### config.mk
export PLATFORM = sky130hd
export DESIGN_NAME = mram_serial_ctrl_flat
export DESIGN_NICKNAME = d
export VERILOG_FILES = /design/src/rtl/mram_serial_ctrl_pkg.sv /design/src/rtl/mram_serial_ctrl_if.sv /design/src/rtl/mram_serial_ctrl_shift_reg.sv /design/src/rtl/mram_serial_ctrl.sv /design/src/flat_wrapper.sv
export SDC_FILE = /design/constraint.sdc
export NUM_CORES = 1
export LEC_CHECK = 0
export BUFFER_PORTS_ARGS = -buffer_cell sky130_fd_sc_hd__buf_2
export CELL_PAD_IN_SITES_DETAIL_PLACEMENT = 1
export CELL_PAD_IN_SITES_GLOBAL_PLACEMENT = 1
export CORE_MARGIN = 4
export CORE_UTILIZATION = 40
export CTS_BUF_LIST = sky130_fd_sc_hd__clkbuf_16
export DETAILED_ROUTE_END_ITERATION = 8
export PLACE_DENSITY = 0.85
export SYNTH_ARGS = -nofsm -noshare
export SYNTH_HDL_FRONTEND = slang
export SYNTH_HIERARCHICAL = 1
export SYNTH_SLANG_ARGS = --single-unit
### constraint.sdc
create_clock -name clk -period 2.3 [get_ports clk]
set_clock_uncertainty 0.15 [all_clocks]
set_input_delay 0.23 -clock clk [delete_from_list [all_inputs] [get_ports clk]]
set_output_delay 0.23 -clock clk [all_outputs]
set_load 0.03 [all_outputs]
### src/rtl/mram_serial_ctrl_pkg.sv
// mram_ctrl_pkg: shared types, strobe levels and configuration helpers for
// the serial MRAM controller.
package mram_ctrl_pkg;

    typedef enum logic [1:0] {
        ST_IDLE   = 2'd0,
        ST_SHIFT  = 2'd1,
        ST_ACCESS = 2'd2,
        ST_SEND   = 2'd3
    } state_t;

    // MRAM strobes are active low.
    localparam logic STROBE_ON  = 1'b0;
    localparam logic STROBE_OFF = 1'b1;

    // Number of byte lanes in one MRAM word.
    function automatic int lane_count(input int data_w, input int lane_w);
        return data_w / lane_w;
    endfunction

    // Legal parameter combination check used at elaboration.
    function automatic bit cfg_ok(input int data_w, input int addr_w,
                                  input int lane_w, input int wait_cyc);
        bit ok;
        ok = 1'b1;
        if ((lane_w <= 0) || ((data_w % lane_w) != 0)) ok = 1'b0;
        else if (data_w > addr_w)                        ok = 1'b0;
        else if ((data_w / lane_w) > 4)                  ok = 1'b0;
        else if ((wait_cyc < 0) || (wait_cyc > 15))      ok = 1'b0;
        else                                             ok = 1'b1;
        return ok;
    endfunction

    // Population count of up to four lane enables.
    function automatic logic [2:0] popcount4(input logic [3:0] v);
        return 3'(v[0]) + 3'(v[1]) + 3'(v[2]) + 3'(v[3]);
    endfunction

endpackage

### src/rtl/mram_serial_ctrl_if.sv
// Host-side command / serial link of the MRAM controller.
// Optional macro MRAM_BURST_EN adds the cmd_burst request bit.
interface mram_serial_ctrl_if #(
    parameter int NLANES = 2
);
    logic              cmd_valid;
    logic              cmd_ready;
    logic              cmd_we;
    logic [NLANES-1:0] cmd_be;
`ifdef MRAM_BURST_EN
    logic              cmd_burst;
`endif
    logic              addr_sdi;
    logic              data_sdi;
    logic              rd_sdo;
    logic              rd_sdo_valid;
    logic              done;

    modport master (
        output cmd_valid, cmd_we, cmd_be,
`ifdef MRAM_BURST_EN
        output cmd_burst,
`endif
        output addr_sdi, data_sdi,
        input  cmd_ready, rd_sdo, rd_sdo_valid, done
    );

    modport slave (
        input  cmd_valid, cmd_we, cmd_be,
`ifdef MRAM_BURST_EN
        input  cmd_burst,
`endif
        input  addr_sdi, data_sdi,
        output cmd_ready, rd_sdo, rd_sdo_valid, done
    );
endinterface

### src/rtl/mram_serial_ctrl_shift_reg.sv
// mram_shift_reg: parallel-load register that shifts MSB first; used for
// address deserialising, write-data deserialising and read-data serialising.
module mram_shift_reg #(
    parameter int W = 8
) (
    input  logic         clk,
    input  logic         rst_n,
    input  logic         load,
    input  logic [W-1:0] load_val,
    input  logic         shift_en,
    input  logic         sin,
    output logic [W-1:0] q
);
    logic [W-1:0] q_r;
    logic [W-1:0] shifted_s;

    if (W > 1) begin : g_wide
        assign shifted_s = {q_r[W-2:0], sin};
    end else begin : g_single
        assign shifted_s = sin;
    end

    // Holding register: load has priority over shift.
    always_ff @(posedge clk) begin
        if (!rst_n) begin
            q_r <= '0;
        end else if (load) begin
            q_r <= load_val;
        end else if (shift_en) begin
            q_r <= shifted_s;
        end else begin
            q_r <= q_r;
        end
    end

    assign q = q_r;
endmodule

### src/rtl/mram_serial_ctrl.sv
// mram_serial_ctrl: deserialises an address (and write data), runs one
// async-SRAM-style MRAM cycle, and reserialises the enabled read lanes.
// Optional macro MRAM_BURST_EN: cmd_burst chains to previous address + 1.
module mram_serial_ctrl
    import mram_ctrl_pkg::*;
#(
    parameter int DATA_W   = 16,
    parameter int ADDR_W   = 20,
    parameter int LANE_W   = 8,
    parameter int WAIT_CYC = 1
) (
    input  logic                     clk,
    input  logic                     rst_n,
    mram_serial_ctrl_if.slave        host,
    output logic [ADDR_W-1:0]        mram_addr,
    output logic [DATA_W-1:0]        mram_dq_out,
    output logic                     mram_dq_oe,
    input  logic [DATA_W-1:0]        mram_dq_in,
    output logic                     ce_n,
    output logic                     we_n,
    output logic                     oe_n,
    output logic [DATA_W/LANE_W-1:0] lane_n
);
    localparam int NLANES = lane_count(DATA_W, LANE_W);
    localparam int MAXW   = (ADDR_W > DATA_W) ? ADDR_W : DATA_W;
    localparam int CNT_W  = $clog2(MAXW + 1);

    if (!cfg_ok(DATA_W, ADDR_W, LANE_W, WAIT_CYC)) begin : g_cfg_err
        $error("mram_serial_ctrl: illegal DATA_W/ADDR_W/LANE_W/WAIT_CYC combination");
    end

    state_t              state_r, state_next;
    logic [CNT_W-1:0]    cnt_r, cnt_next;
    logic [3:0]          wait_r, wait_next;
    logic                we_r, we_next;
    logic [NLANES-1:0]   be_r, be_next;
    logic                burst_r, burst_next;
    logic                burst_eff_s;
    logic                accept_s;
    logic                done_next;
    logic                addr_load_s, addr_shift_s, data_shift_s;
    logic                rd_load_s, rd_shift_s;
    logic [CNT_W-1:0]    shift_last_s, send_last_s;
    logic [3:0]          be4_s;
    logic [2:0]          pc_s;
    logic [DATA_W-1:0]   packed_s;
    logic [ADDR_W-1:0]   addr_q_s;
    logic [DATA_W-1:0]   rd_q_s;
    logic                rd_sdo_unused_s;

    logic                cmd_ready_r, done_r, rd_valid_r;
    logic                ce_n_r, we_n_r, oe_n_r, dq_oe_r;
    logic [NLANES-1:0]   lane_n_r;
    logic                access_next_s;

    assign accept_s = host.cmd_valid & cmd_ready_r;

`ifdef MRAM_BURST_EN
    logic last_ok_r;

    // Remembers that a read/write finished since reset, so the stored address is valid.
    always_ff @(posedge clk) begin
        if (!rst_n) begin
            last_ok_r <= 1'b0;
        end else if (done_next && (state_r != ST_IDLE)) begin
            last_ok_r <= 1'b1;
        end else begin
            last_ok_r <= last_ok_r;
        end
    end

    assign burst_eff_s = host.cmd_burst & last_ok_r;
`else
    assign burst_eff_s = 1'b0;
`endif

    // Lane bookkeeping: popcount, SEND length and left-aligned packing of enabled read lanes.
    always_comb begin
        be4_s = 4'b0000;
        be4_s[NLANES-1:0] = be_r;
        pc_s = popcount4(be4_s);
        send_last_s = CNT_W'(int'(pc_s) * LANE_W - 1);
        shift_last_s = burst_r ? CNT_W'(DATA_W - 1) : CNT_W'(ADDR_W - 1);
        packed_s = '0;
        for (int i = NLANES - 1; i >= 0; i--) begin
            if (be_r[i]) begin
                packed_s = (packed_s << LANE_W) | DATA_W'(mram_dq_in[i*LANE_W +: LANE_W]);
            end else begin
                packed_s = packed_s;
            end
        end
        packed_s = packed_s << ((NLANES - int'(pc_s)) * LANE_W);
    end

    // Next-state logic and shift-register controls.
    always_comb begin
        state_next   = state_r;
        cnt_next     = cnt_r;
        wait_next    = wait_r;
        we_next      = we_r;
        be_next      = be_r;
        burst_next   = burst_r;
        done_next    = 1'b0;
        addr_load_s  = 1'b0;
        addr_shift_s = 1'b0;
        data_shift_s = 1'b0;
        rd_load_s    = 1'b0;
        rd_shift_s   = 1'b0;
        case (state_r)
            ST_IDLE: begin
                if (accept_s) begin
                    we_next    = host.cmd_we;
                    be_next    = host.cmd_be;
                    burst_next = burst_eff_s;
                    cnt_next   = '0;
                    wait_next  = 4'd0;
                    if (host.cmd_be == {NLANES{1'b0}}) begin
                        done_next = 1'b1;
                    end else if (burst_eff_s && !host.cmd_we) begin
                        addr_load_s = 1'b1;
                        state_next  = ST_ACCESS;
                    end else begin
                        addr_load_s = burst_eff_s;
                        state_next  = ST_SHIFT;
                    end
                end else begin
                    state_next = ST_IDLE;
                end
            end
            ST_SHIFT: begin
                addr_shift_s = ~burst_r;
                data_shift_s = we_r && (cnt_r < CNT_W'(DATA_W));
                if (cnt_r == shift_last_s) begin
                    cnt_next   = '0;
                    wait_next  = 4'd0;
                    state_next = ST_ACCESS;
                end else begin
                    cnt_next = cnt_r + CNT_W'(1);
                end
            end
            ST_ACCESS: begin
                if (wait_r == 4'(WAIT_CYC)) begin
                    cnt_next = '0;
                    if (we_r) begin
                        done_next  = 1'b1;
                        state_next = ST_IDLE;
                    end else begin
                        rd_load_s  = 1'b1;
                        state_next = ST_SEND;
                    end
                end else begin
                    wait_next = wait_r + 4'd1;
                end
            end
            ST_SEND: begin
                rd_shift_s = 1'b1;
                if (cnt_r == send_last_s) begin
                    done_next  = 1'b1;
                    state_next = ST_IDLE;
                end else begin
                    cnt_next = cnt_r + CNT_W'(1);
                end
            end
            default: begin
                state_next = ST_IDLE;
            end
        endcase
    end

    assign access_next_s = (state_next == ST_ACCESS);

    // State, counters and latched command fields.
    always_ff @(posedge clk) begin
        if (!rst_n) begin
            state_r <= ST_IDLE;
            cnt_r   <= '0;
            wait_r  <= 4'd0;
            we_r    <= 1'b0;
            be_r    <= '0;
            burst_r <= 1'b0;
        end else begin
            state_r <= state_next;
            cnt_r   <= cnt_next;
            wait_r  <= wait_next;
            we_r    <= we_next;
            be_r    <= be_next;
            burst_r <= burst_next;
        end
    end

    // Registered strobes and handshake outputs, decoded from the next state so they align with it.
    always_ff @(posedge clk) begin
        if (!rst_n) begin
            cmd_ready_r <= 1'b1;
            done_r      <= 1'b0;
            rd_valid_r  <= 1'b0;
            ce_n_r      <= STROBE_OFF;
            we_n_r      <= STROBE_OFF;
            oe_n_r      <= STROBE_OFF;
            dq_oe_r     <= 1'b0;
            lane_n_r    <= {NLANES{STROBE_OFF}};
        end else begin
            cmd_ready_r <= (state_next == ST_IDLE);
            done_r      <= done_next;
            rd_valid_r  <= (state_next == ST_SEND);
            ce_n_r      <= access_next_s ? STROBE_ON : STROBE_OFF;
            we_n_r      <= (access_next_s && we_next) ? STROBE_ON : STROBE_OFF;
            oe_n_r      <= (access_next_s && !we_next) ? STROBE_ON : STROBE_OFF;
            dq_oe_r     <= access_next_s && we_next;
            lane_n_r    <= access_next_s ? ~be_next : {NLANES{STROBE_OFF}};
        end
    end

    mram_shift_reg #(.W(ADDR_W)) u_addr_sr (
        .clk      (clk),
        .rst_n    (rst_n),
        .load     (addr_load_s),
        .load_val (addr_q_s + ADDR_W'(1)),
        .shift_en (addr_shift_s),
        .sin      (host.addr_sdi),
        .q        (addr_q_s)
    );

    mram_shift_reg #(.W(DATA_W)) u_data_sr (
        .clk      (clk),
        .rst_n    (rst_n),
        .load     (1'b0),
        .load_val ({DATA_W{1'b0}}),
        .shift_en (data_shift_s),
        .sin      (host.data_sdi),
        .q        (mram_dq_out)
    );

    mram_shift_reg #(.W(DATA_W)) u_rd_sr (
        .clk      (clk),
        .rst_n    (rst_n),
        .load     (rd_load_s),
        .load_val (packed_s),
        .shift_en (rd_shift_s),
        .sin      (1'b0),
        .q        (rd_q_s)
    );

    // Only the MSB of the read serialiser leaves the block.
    assign rd_sdo_unused_s = ^rd_q_s;

    assign mram_addr         = addr_q_s;
    assign mram_dq_oe        = dq_oe_r;
    assign ce_n              = ce_n_r;
    assign we_n              = we_n_r;
    assign oe_n              = oe_n_r;
    assign lane_n            = lane_n_r;
    assign host.cmd_ready    = cmd_ready_r;
    assign host.done         = done_r;
    assign host.rd_sdo_valid = rd_valid_r;
    assign host.rd_sdo       = rd_q_s[DATA_W-1];
endmodule

### src/flat_wrapper.sv
// flat-port wrapper written by rule: the top's interface ports become plain ports
module mram_serial_ctrl_flat import mram_ctrl_pkg::*;
#(
    parameter int DATA_W   = 16,
    parameter int ADDR_W   = 20,
    parameter int LANE_W   = 8,
    parameter int WAIT_CYC = 1
)
  (clk, rst_n, mram_addr, mram_dq_out, mram_dq_oe, mram_dq_in, ce_n, we_n, oe_n, lane_n, host_cmd_valid, host_cmd_we, host_cmd_be, host_addr_sdi, host_data_sdi, host_cmd_ready, host_rd_sdo, host_rd_sdo_valid, host_done);
  mram_serial_ctrl_if #(.NLANES(2)) host_i ();
  input  logic clk;
  input  logic rst_n;
  output logic [ADDR_W-1:0] mram_addr;
  output logic [DATA_W-1:0] mram_dq_out;
  output logic mram_dq_oe;
  input  logic [DATA_W-1:0] mram_dq_in;
  output logic ce_n;
  output logic we_n;
  output logic oe_n;
  output logic [DATA_W/LANE_W-1:0] lane_n;
  input wire logic [$bits(host_i.cmd_valid)-1:0] host_cmd_valid;
  input wire logic [$bits(host_i.cmd_we)-1:0] host_cmd_we;
  input wire logic [$bits(host_i.cmd_be)-1:0] host_cmd_be;
  input wire logic [$bits(host_i.addr_sdi)-1:0] host_addr_sdi;
  input wire logic [$bits(host_i.data_sdi)-1:0] host_data_sdi;
  output wire logic [$bits(host_i.cmd_ready)-1:0] host_cmd_ready;
  output wire logic [$bits(host_i.rd_sdo)-1:0] host_rd_sdo;
  output wire logic [$bits(host_i.rd_sdo_valid)-1:0] host_rd_sdo_valid;
  output wire logic [$bits(host_i.done)-1:0] host_done;
  assign host_i.cmd_valid = host_cmd_valid;
  assign host_i.cmd_we = host_cmd_we;
  assign host_i.cmd_be = host_cmd_be;
  assign host_i.addr_sdi = host_addr_sdi;
  assign host_i.data_sdi = host_data_sdi;
  assign host_cmd_ready = host_i.cmd_ready;
  assign host_rd_sdo = host_i.rd_sdo;
  assign host_rd_sdo_valid = host_i.rd_sdo_valid;
  assign host_done = host_i.done;
  mram_serial_ctrl #(.DATA_W(DATA_W), .ADDR_W(ADDR_W), .LANE_W(LANE_W), .WAIT_CYC(WAIT_CYC)) u_core (.clk(clk), .rst_n(rst_n), .host(host_i), .mram_addr(mram_addr), .mram_dq_out(mram_dq_out), .mram_dq_oe(mram_dq_oe), .mram_dq_in(mram_dq_in), .ce_n(ce_n), .we_n(we_n), .oe_n(oe_n), .lane_n(lane_n));
endmodule
### After elaboration in Yosys (flattened, before gate mapping)

Cells that the tools add are included.

| storage, ports and cells | value |
|---|---|
| bits in registers | 75 |
| bits of input ports | 24 |
| output and inout bits | 46 |
| word-level logic and storage cells | 90 |

| operators by class | value |
|---|---|
| add/subtract/negate cells | 5 |
| magnitude comparators | 1 |
| equality and inequality tests | 13 |
| shifts and indexed selects | 1 |
| mux-type cells | 39 |
| bitwise operators | 3 |
| reduce and logical (&&, ||, !) cells | 12 |

Operators by type and width:

| operator | count |
|---|---|
| two-way mux 16 bit | 3 |
| << shifter 16 x 32 -> 16 bit | 1 |
| two-way mux 5 bit | 4 |
| one-hot mux 5 bit (4 select lines) | 1 |
| two-way mux 1 bit | 16 |
| two-way mux 2 bit | 8 |
| bitwise OR 16 x 8 -> 16 bit | 1 |
| two-way mux 4 bit | 3 |
| one-hot mux 4 bit (3 select lines) | 1 |
| equality test 2 bit (second input constant) | 4 |
| two-way mux 8 bit | 1 |
| one-hot mux 2 bit (4 select lines) | 1 |
| zero test 2 bit | 3 |
| inequality test 2 x 1 -> 1 bit (second input constant) | 3 |
| adder 5 x 1 -> 5 bit (second input constant) | 1 |
| equality test 5 bit | 1 |
| equality test 5 bit (second input constant) | 1 |
| < comparator 5 bit (second input constant) | 1 |
| subtractor 5 x 1 -> 5 bit (second input constant) | 1 |
| adder 4 x 1 -> 4 bit (second input constant) | 1 |
| equality test 4 x 1 -> 1 bit (second input constant) | 1 |
| inequality test 2 bit (second input constant) | 2 |
| AND reduction 4 bit | 1 |
| subtractor 2 x 3 -> 4 bit (first input constant) | 1 |
| 11 further kinds | 13 |

### Logic depth before layout (Yosys ltp)

Gate-level depths: netlist of run 1.

| logic depth | value |
|---|---|
| depth after elaboration | 8 |
| depth in mapped cells | 9 |
| mapped depth without buffers | 8 |

### Cells and area by module

The synthesis of run 1 kept the hierarchy.

Modules (own cells, without submodules):

| module | times used | cells an instance | area each (µm²) | sequential area each (µm²) |
|---|---|---|---|---|
| mram_serial_ctrl | 1 | 217 | 1711.6 | 460.4 |
| mram_shift_reg (u_core.u_data_sr ...) | 2 | 71 | 852.1 | 320.3 |
| mram_shift_reg (u_core.u_addr_sr) | 1 | 88 | 1083.5 | 400.4 |

### Worst setup path before layout of run 1

No wires, ideal clock.

| timing path | value |
|---|---|
| path kind | register to register |
| start point | register u_core.be_r[1] |
| end point | register u_core.u_rd_sr.q_r[8], in the netlist u_core/u_rd_sr/q[8] |
| library setup time | 59 ps |
| arrival | 2193 ps |
| data required time | 2091 ps |
| slack | -102 ps |
| stages on the path, launching flop included | 10 |
| buffers on the path | 1 |
| clock period less this slack | 2402 ps |
| cells stage by stage | dfxtp_1 clkbuf_1 inv_1 ha_1 or3b_2 o21ai_1 a32oi_1 nor2_1 nand2b_1 o211a_1 |

| between the ends | value |
|---|---|
| word-level cells in the longest chain between the ends | 5 |
| elaborated cells between the ends (all ways) | 7 |
| classes of those cells | add/sub: 2; shift: 1; mux: 3; bitwise: 1 |

RTL lines:

| item | RTL line | RTL |
|---|---|---|
| start: declaration | mram_serial_ctrl.sv:36 | `logic [NLANES-1:0] be_r, be_next;` |
| start signal: assignment | mram_serial_ctrl.sv:186 | `be_r <= be_next;` |
| branches (longest 3 deep; another with subtractor 2 x 3 -> 4 bit) | -- |  |
| << shifter 16 x 32 -> 16 bit * | mram_serial_ctrl.sv:92 | `packed_s = packed_s << ((NLANES - int'(pc_s)) * LANE_W);` |
| net u_core.packed_s[8] | mram_serial_ctrl.sv:46 | `logic [DATA_W-1:0] packed_s;` |
| two-way mux 16 bit * | mram_serial_ctrl_shift_reg.sv:27 | `end else if (load) begin` |
| end signal: assignment | mram_serial_ctrl_shift_reg.sv:28 | `q_r <= load_val;` |
| end signal: assignment | mram_serial_ctrl_shift_reg.sv:30 | `q_r <= shifted_s;` |
| end signal: assignment | mram_serial_ctrl_shift_reg.sv:32 | `q_r <= q_r;` |
| end: declaration | mram_serial_ctrl_shift_reg.sv:14 | `logic [W-1:0] q_r;` |

Mark *: on every way through the listed nets, which the timed path passes.
A chain may end at the register's enable or synchronous reset.

### Final worst setup path of run 1

| timing path | value |
|---|---|
| start point | register u_core.wait_r[0] |
| end point | register u_core.done_r, in the netlist u_core/host.done |

| between the ends | value |
|---|---|
| word-level cells in the longest chain between the ends | 3 |

RTL lines:

| item | RTL line | RTL |
|---|---|---|
| start: declaration | mram_serial_ctrl.sv:34 | `logic [3:0] wait_r, wait_next;` |
| start signal: assignment | mram_serial_ctrl.sv:184 | `wait_r <= wait_next;` |
| equality test 4 x 1 -> 1 bit | mram_serial_ctrl.sv:142 | `if (wait_r == 4'(WAIT_CYC)) begin` |
| two-way mux 1 bit | mram_serial_ctrl.sv:142 |  |
| one-hot mux 1 bit (3 select lines) | mram_serial_ctrl.sv:109 | `case (state_r)` |
| end signal: assignment | mram_serial_ctrl.sv:204 | `done_r <= done_next;` |
| end: declaration | mram_serial_ctrl.sv:51 | `logic cmd_ready_r, done_r, rd_valid_r;` |

No other way between the ends.

==> out/metrics.cfg, run 1 <==
[synth]
synth.yosys.warnings=6
synthesis.area_sq_um=4499
number_of_register_bits_inferred_by_synthesis=75
synth_enable_flop_cells=0
synth_async_sr_flop_share_pct=0
ys_seq_area_share_pct=33.37
postSynthAreaPerCell_sq_um=10.07
synth.distinct_cells=50
syn_inst=447
most_used_dff_post_synth=sky130_fd_sc_hd__dfxtp_1

[pwr]
power_switching_share_pct=28.90
p_per_area_nw_per_um2=648.9
pwr-share-clk_pct=41.4
irDropWorstVdd_mv=0.3455
share_seq_of_total_power_pct=41.1
leakage_uw=0.002709
internal_power_uw=2468
pwr-share-comb_pct=17.5
p_sw_uw=1003

[floorplan]
top_level_ports=70
rows=38
floorplan.die.width_microns=114.1
initial_utilization_pct=41.14
chipHeight_microns=114.1
floorplan.core_area_sq_um=10940
die_area_sq_um=13010

[timing]
fin_crit_sh_pct=94.09
timing.final.max_slew_violations=0
post_route_minimum_period_ns=2.164
post-route-worst-setup-slack_ns=0.1359
maxSlewHeadroom_pct=56.26
maxClockFrequency_mhz=462.1
finalSetupTns_ns=0
timing.final.setup_violations=0
timing_worst_slew_pin_value_ns=0.6502
finalHoldViolCount=0

[routing]
ant_nets=0
post_drt_wl_per_cell_microns=16.88
drcViolationCount=0
detail_route.iter0.violations=181
number_of_vias_per_cell_after_detailed_routing=5.375
routed_wirelength_microns=11480
dr.pass1.iters=4
via_count=3655

[final_layout]
antenna_cells_inserted=0
post_route_cells_drive_above_1_share_pct=30.19
area_growth_syn_to_layout_pct=18.91
final_core_utilization_pct=48.92
ff_latch_area_sq_um=1501
layout_commonest_cell=sky130_fd_sc_hd__dfxtp_1
layout_filler_cell_count=1280
multi_input_comb_area_sq_um=2904
layout.nets=565
top_library_cells_by_usage_in_the_layout_fill_and_taps_aside=75 x sky130_fd_sc_hd__dfxtp_1, 69 x sky130_fd_sc_hd__buf_2, 52 x sky130_fd_sc_hd__o211a_1

[worst_setup_path]
criticalPathCategory=flip-flop to flip-flop
cp-start-kind=flip-flop
cp_capture_type=flip-flop
crit_required_ns=2.37
worstPathArrival_ns=2.23
worst-path-max-fanout=5
reg2regPathDepth=5

[clock_network]
clock_tree.htree_level_count=3
tritoncts_clock_tree=done
clock_sink_count=75
worstSkewPairLatency_ns=0.34
cts_inserted_buffers=9
clk_pin_slew_ns=0.07
post_cts.resized_instances=0
cts-hold-fix-buffers=0
root_buffer_selected_by_cts=sky130_fd_sc_hd__clkbuf_16
cts_max_path_buffers=2
postCtsSetupBuffers=0

[global_routing]
grt_first_pass_wirelength_microns=19110
overflow=0
number_of_antenna_violations_at_the_first_check_in_global_routing=0
gr-usage-all-layers_pct=17.85
grt_max_degree=37
number_of_global_route_vias_before_repair=3880

[run_status]
status=completed

[placed_design]
port-buffer-count=69
detailed_place_hpwl_microns=7982
place_ws_ns=0.1400
gpl_wtd_cong=0.8376

[hold_path]
holdCritPathClass=input pin to flip-flop
worstHoldPathCells=3

[flow_run]
maxCapViolCount=0

synthesized netlist by cell type, drive strengths merged (3+ instances only):
cell type | instances | area, sq um
xnor2 | 14 | 122.6
and3 | 11 | 68.82
o21ai | 4 | 20.02
nand2b | 46 | 287.8
xor2 | 9 | 78.83
o211a | 52 | 520.5
nand3 | 15 | 75.07
dfxtp | 75 | 1501
buf | 16 | 141.4
a21oi | 14 | 70.07
inv | 6 | 22.52
nand2 | 15 | 56.30
ha | 6 | 75.07
or2b | 9 | 67.56
nor2 | 32 | 120.1
nand4 | 8 | 62.56
clkbuf | 14 | 52.55
and2 | 5 | 31.28
a211oi | 5 | 50.05
mux2i | 3 | 30.03
nor4 | 3 | 18.77
mux2 | 52 | 735.7
a32oi | 8 | 70.07
stage by stage:
stage	std cells	instance area (sq um)	hold WS [ns]	total power, uW
2_1_floorplan	472	4598	0.2532	1892
3_3_place_gp	664	5030	0.3282	2011
3_5_place_dp	664	5030	0.3516	2038
4_1_cts	680	5330	0.005389	3492
5_1_grt	680	5350	0.03709	3627
6_report	680	5350	0.01270	3472
final timing paths:
kind | slack (ns) | endpoint | start
setup / recovery | 0.14 | u_core/host.done | u_core/wait_r[0]
hold / removal | 0.01 | u_core/oe_n | host_cmd_we
setup reg to reg | 0.14 | u_core/host.done | u_core/wait_r[0]
hold reg to reg | 0.37 | u_core/cnt_r[1] | u_core/cnt_r[1]
cell families (layout without fill, tap and decap cells):
group / Yosys count / in the layout / share of synthesized area, %
buffers and inverters: 37 / 105 / 4.894
flip-flops: 75 / 75 / 33.37
adder cells (fa/ha/maj): 6 / 6 / 1.668
multiplexers: 55 / 55 / 17.02
XOR/XNOR: 23 / 23 / 4.477
AND/OR/NAND/NOR: 159 / 159 / 20.27
other: 1 / 26 / 0.08335
AO/OA/AOI/OAI: 91 / 91 / 18.22
worst max-delay path, cell delays in order, from the launching register on:
cell	delay, ns
sky130_fd_sc_hd__dfxtp_1	0.41
sky130_fd_sc_hd__ha_1	0.17
sky130_fd_sc_hd__or3b_1	0.48
sky130_fd_sc_hd__nor2_1	0.35
sky130_fd_sc_hd__nand2_1	0.11
sky130_fd_sc_hd__a311oi_1	0.38
registers in the layout, summed over array words and instances (netlist names), 2 cells and up:
| signal | cells |
|---|---|
| u_core/u_rd_sr/q | 16 |
| u_core/lane_n | 2 |
| u_core/cnt_r | 5 |
| u_core/state_r | 2 |
| u_core/be_r | 2 |
| u_core/wait_r | 4 |
| u_core/u_data_sr/q | 16 |
| u_core/u_addr_sr/q | 20 |
area by class of cell:
cell class	count	share of cell area, %
clock buffer	9	4.210
clock inverter	7	1.403
inverter	7	0.4911
multi-input combinational	360	54.28
sequential	75	28.06
tap	140	3.274
timing repair buffer	82	8.279
power by group through the flow:
stage	clock, uW	sequential [uW]	combinational, uW
floorplan	0	1530	360
global placement	0	1450	562
detailed placement	0	1460	581
CTS	1480	1430	584
global route	1530	1440	654
finish	1440	1430	607
per-layer routing:
layer	wire, microns	vias up	global-route usage (%)
met5	0	-	0
met4	113	0	5.067
met3	394	10	3.858
met2	5582	76	30.72
met1	5388	1801	22.51
li1	-	1768	-
No activity file was read; power rests on OpenSTA's default activity.
==> run 2: changes to the inputs <==
CORE_UTILIZATION = 44   (was 40)
PLACE_DENSITY = 0.89   (was 0.85)
clock period = 2.2 ns   (was 2.3 ns; I/O delays follow)
==> run 2 against run 1 <==
Effect of this change:
- wire length fell by 3.2%
- maximum frequency rose by 5.6%
- clock power rose by 4%
==> out/metrics.cfg, run 2 (same netlist as run 1, synthesis figures left out) <==
[routing]
number_of_vias_per_cell_after_detailed_routing=5.398
dr.pass1.iters=4
detail_route.iter0.violations=163
met1Wirelength_microns=4998
maxUsedRoutingLayer=met4
routed_wirelength_microns=11110
met2RoutedLength_microns=5359
via_count=3649
wl_met3_microns=565
post_drt_wl_per_cell_microns=16.43
ant_nets=0
drcViolationCount=0

[global_routing]
grt_max_degree=37
number_of_antenna_violations_at_the_first_check_in_global_routing=0
grt_first_pass_wirelength_microns=18330
number_of_global_route_vias_before_repair=3875
gr-usage-all-layers_pct=19.21
overflow=0

[worst_setup_path]
cp-start-kind=flip-flop
cp_capture_type=flip-flop
worstPathArrival_ns=2.14
worst-path-max-fanout=8
crit_required_ns=2.29
criticalPathCategory=flip-flop to flip-flop

[timing]
timing_worst_slew_pin_value_ns=0.6081
finalSetupTns_ns=0
hold_ws_ns=0.02569
timing.final.setup_violations=0
maxClockFrequency_mhz=488.1
timing.final.max_slew_violations=0
maxSlewHeadroom_pct=59.09
fin_crit_sh_pct=93.13
rsz_0062_raised_after_global_routing=no
post_route_minimum_period_ns=2.049
post-route-worst-setup-slack_ns=0.1512
finalHoldViolCount=0

[floorplan]
floorplan.die.width_microns=109.1
floorplan.core_area_sq_um=9864
initial_utilization_pct=45.61
die_area_sq_um=11910
chipHeight_microns=109.1
top_level_ports=70
rows=36

[clock_network]
root_buffer_selected_by_cts=sky130_fd_sc_hd__clkbuf_16
cts_max_path_buffers=2
clock_tree.htree_level_count=3
cts-hold-fix-buffers=0
clock_sink_count=75
worstSkewPairLatency_ns=0.34
cts_inserted_buffers=9
clk_pin_slew_ns=0.07
postCtsSetupBuffers=0
post_cts.resized_instances=0
tritoncts_clock_tree=done

[hold_path]
holdCritPathClass=input pin to flip-flop

[placed_design]
place_ws_ns=0.02650
place_inst=660
gpl_wtd_cong=0.8176
port-buffer-count=69
detailed_place_hpwl_microns=7816

[final_layout]
largest_register_ff_count=20
area_growth_syn_to_layout_pct=19.49
layout_commonest_cell=sky130_fd_sc_hd__dfxtp_1
top_library_cells_by_usage_in_the_layout_fill_and_taps_aside=74 x sky130_fd_sc_hd__dfxtp_1, 69 x sky130_fd_sc_hd__buf_2, 52 x sky130_fd_sc_hd__o211a_1
post_route_cells_drive_above_1_share_pct=30.76
layout.cells.non_filler=676
layout.nets=568
antenna_cells_inserted=0
final_core_utilization_pct=54.50

[run_status]
status=completed

[pwr]
p_per_area_nw_per_um2=675.3
leakage_uw=0.002732
irDropWorstVdd_mv=0.3044

[flow_run]
maxCapViolCount=0

## run 2: path summary, 6_finish.rpt
path	startpoint	to	slack (ns)	cells after the start
max	u_core/cnt_r[0]	u_core/cnt_r[3]	0.15	5
max reg2reg	u_core/cnt_r[0]	u_core/cnt_r[3]	0.15	5
min reg2reg	u_core/cnt_r[1]	u_core/cnt_r[1]	0.35	2
min	host_cmd_we	u_core/oe_n	0.03	3
## run 2: power by group
group | internal, uW | switching, uW | total [uW]
combinational | 285 | 360 | 644
clock | 886 | 612 | 1500
sequential | 1420 | 71.9 | 1490
## run 2: layout make-up
| type | count | area (sq um) |
|---|---|---|
| clock buffers | 9 | 225.2 |
| fillers | 1131 | 4488 |
| flip-flops and latches | 75 | 1503 |
| inverters | 7 | 26.28 |
| repair buffers | 85 | 465.4 |
| clock inverters | 7 | 76.32 |
| multi-input cells | 360 | 2914 |
| well taps | 133 | 166.4 |
## run 2: metrics by stage
stage	power [uW]	instance area [sq um]
2_1_floorplan	1980	4607
3_3_place_gp	2110	5044
3_5_place_dp	2134	5044
4_1_cts	3645	5345
5_1_grt	3795	5376
6_report	3631	5376
## run 2: critical path, stage by stage (launching register included)
cell and delay, ns:
sky130_fd_sc_hd__dfxtp_1 0.34, sky130_fd_sc_hd__ha_1 0.25, sky130_fd_sc_hd__and4bb_2 0.26, sky130_fd_sc_hd__a21boi_2 0.42
sky130_fd_sc_hd__nand2_1 0.19, sky130_fd_sc_hd__o32ai_1 0.33
## run 2: layer usage
layer  up-vias  track usage, %
met5         -               0
met4         0           7.665
met3        15           3.493
met2        85           33.11
met1      1776           23.57
li1       1773               -
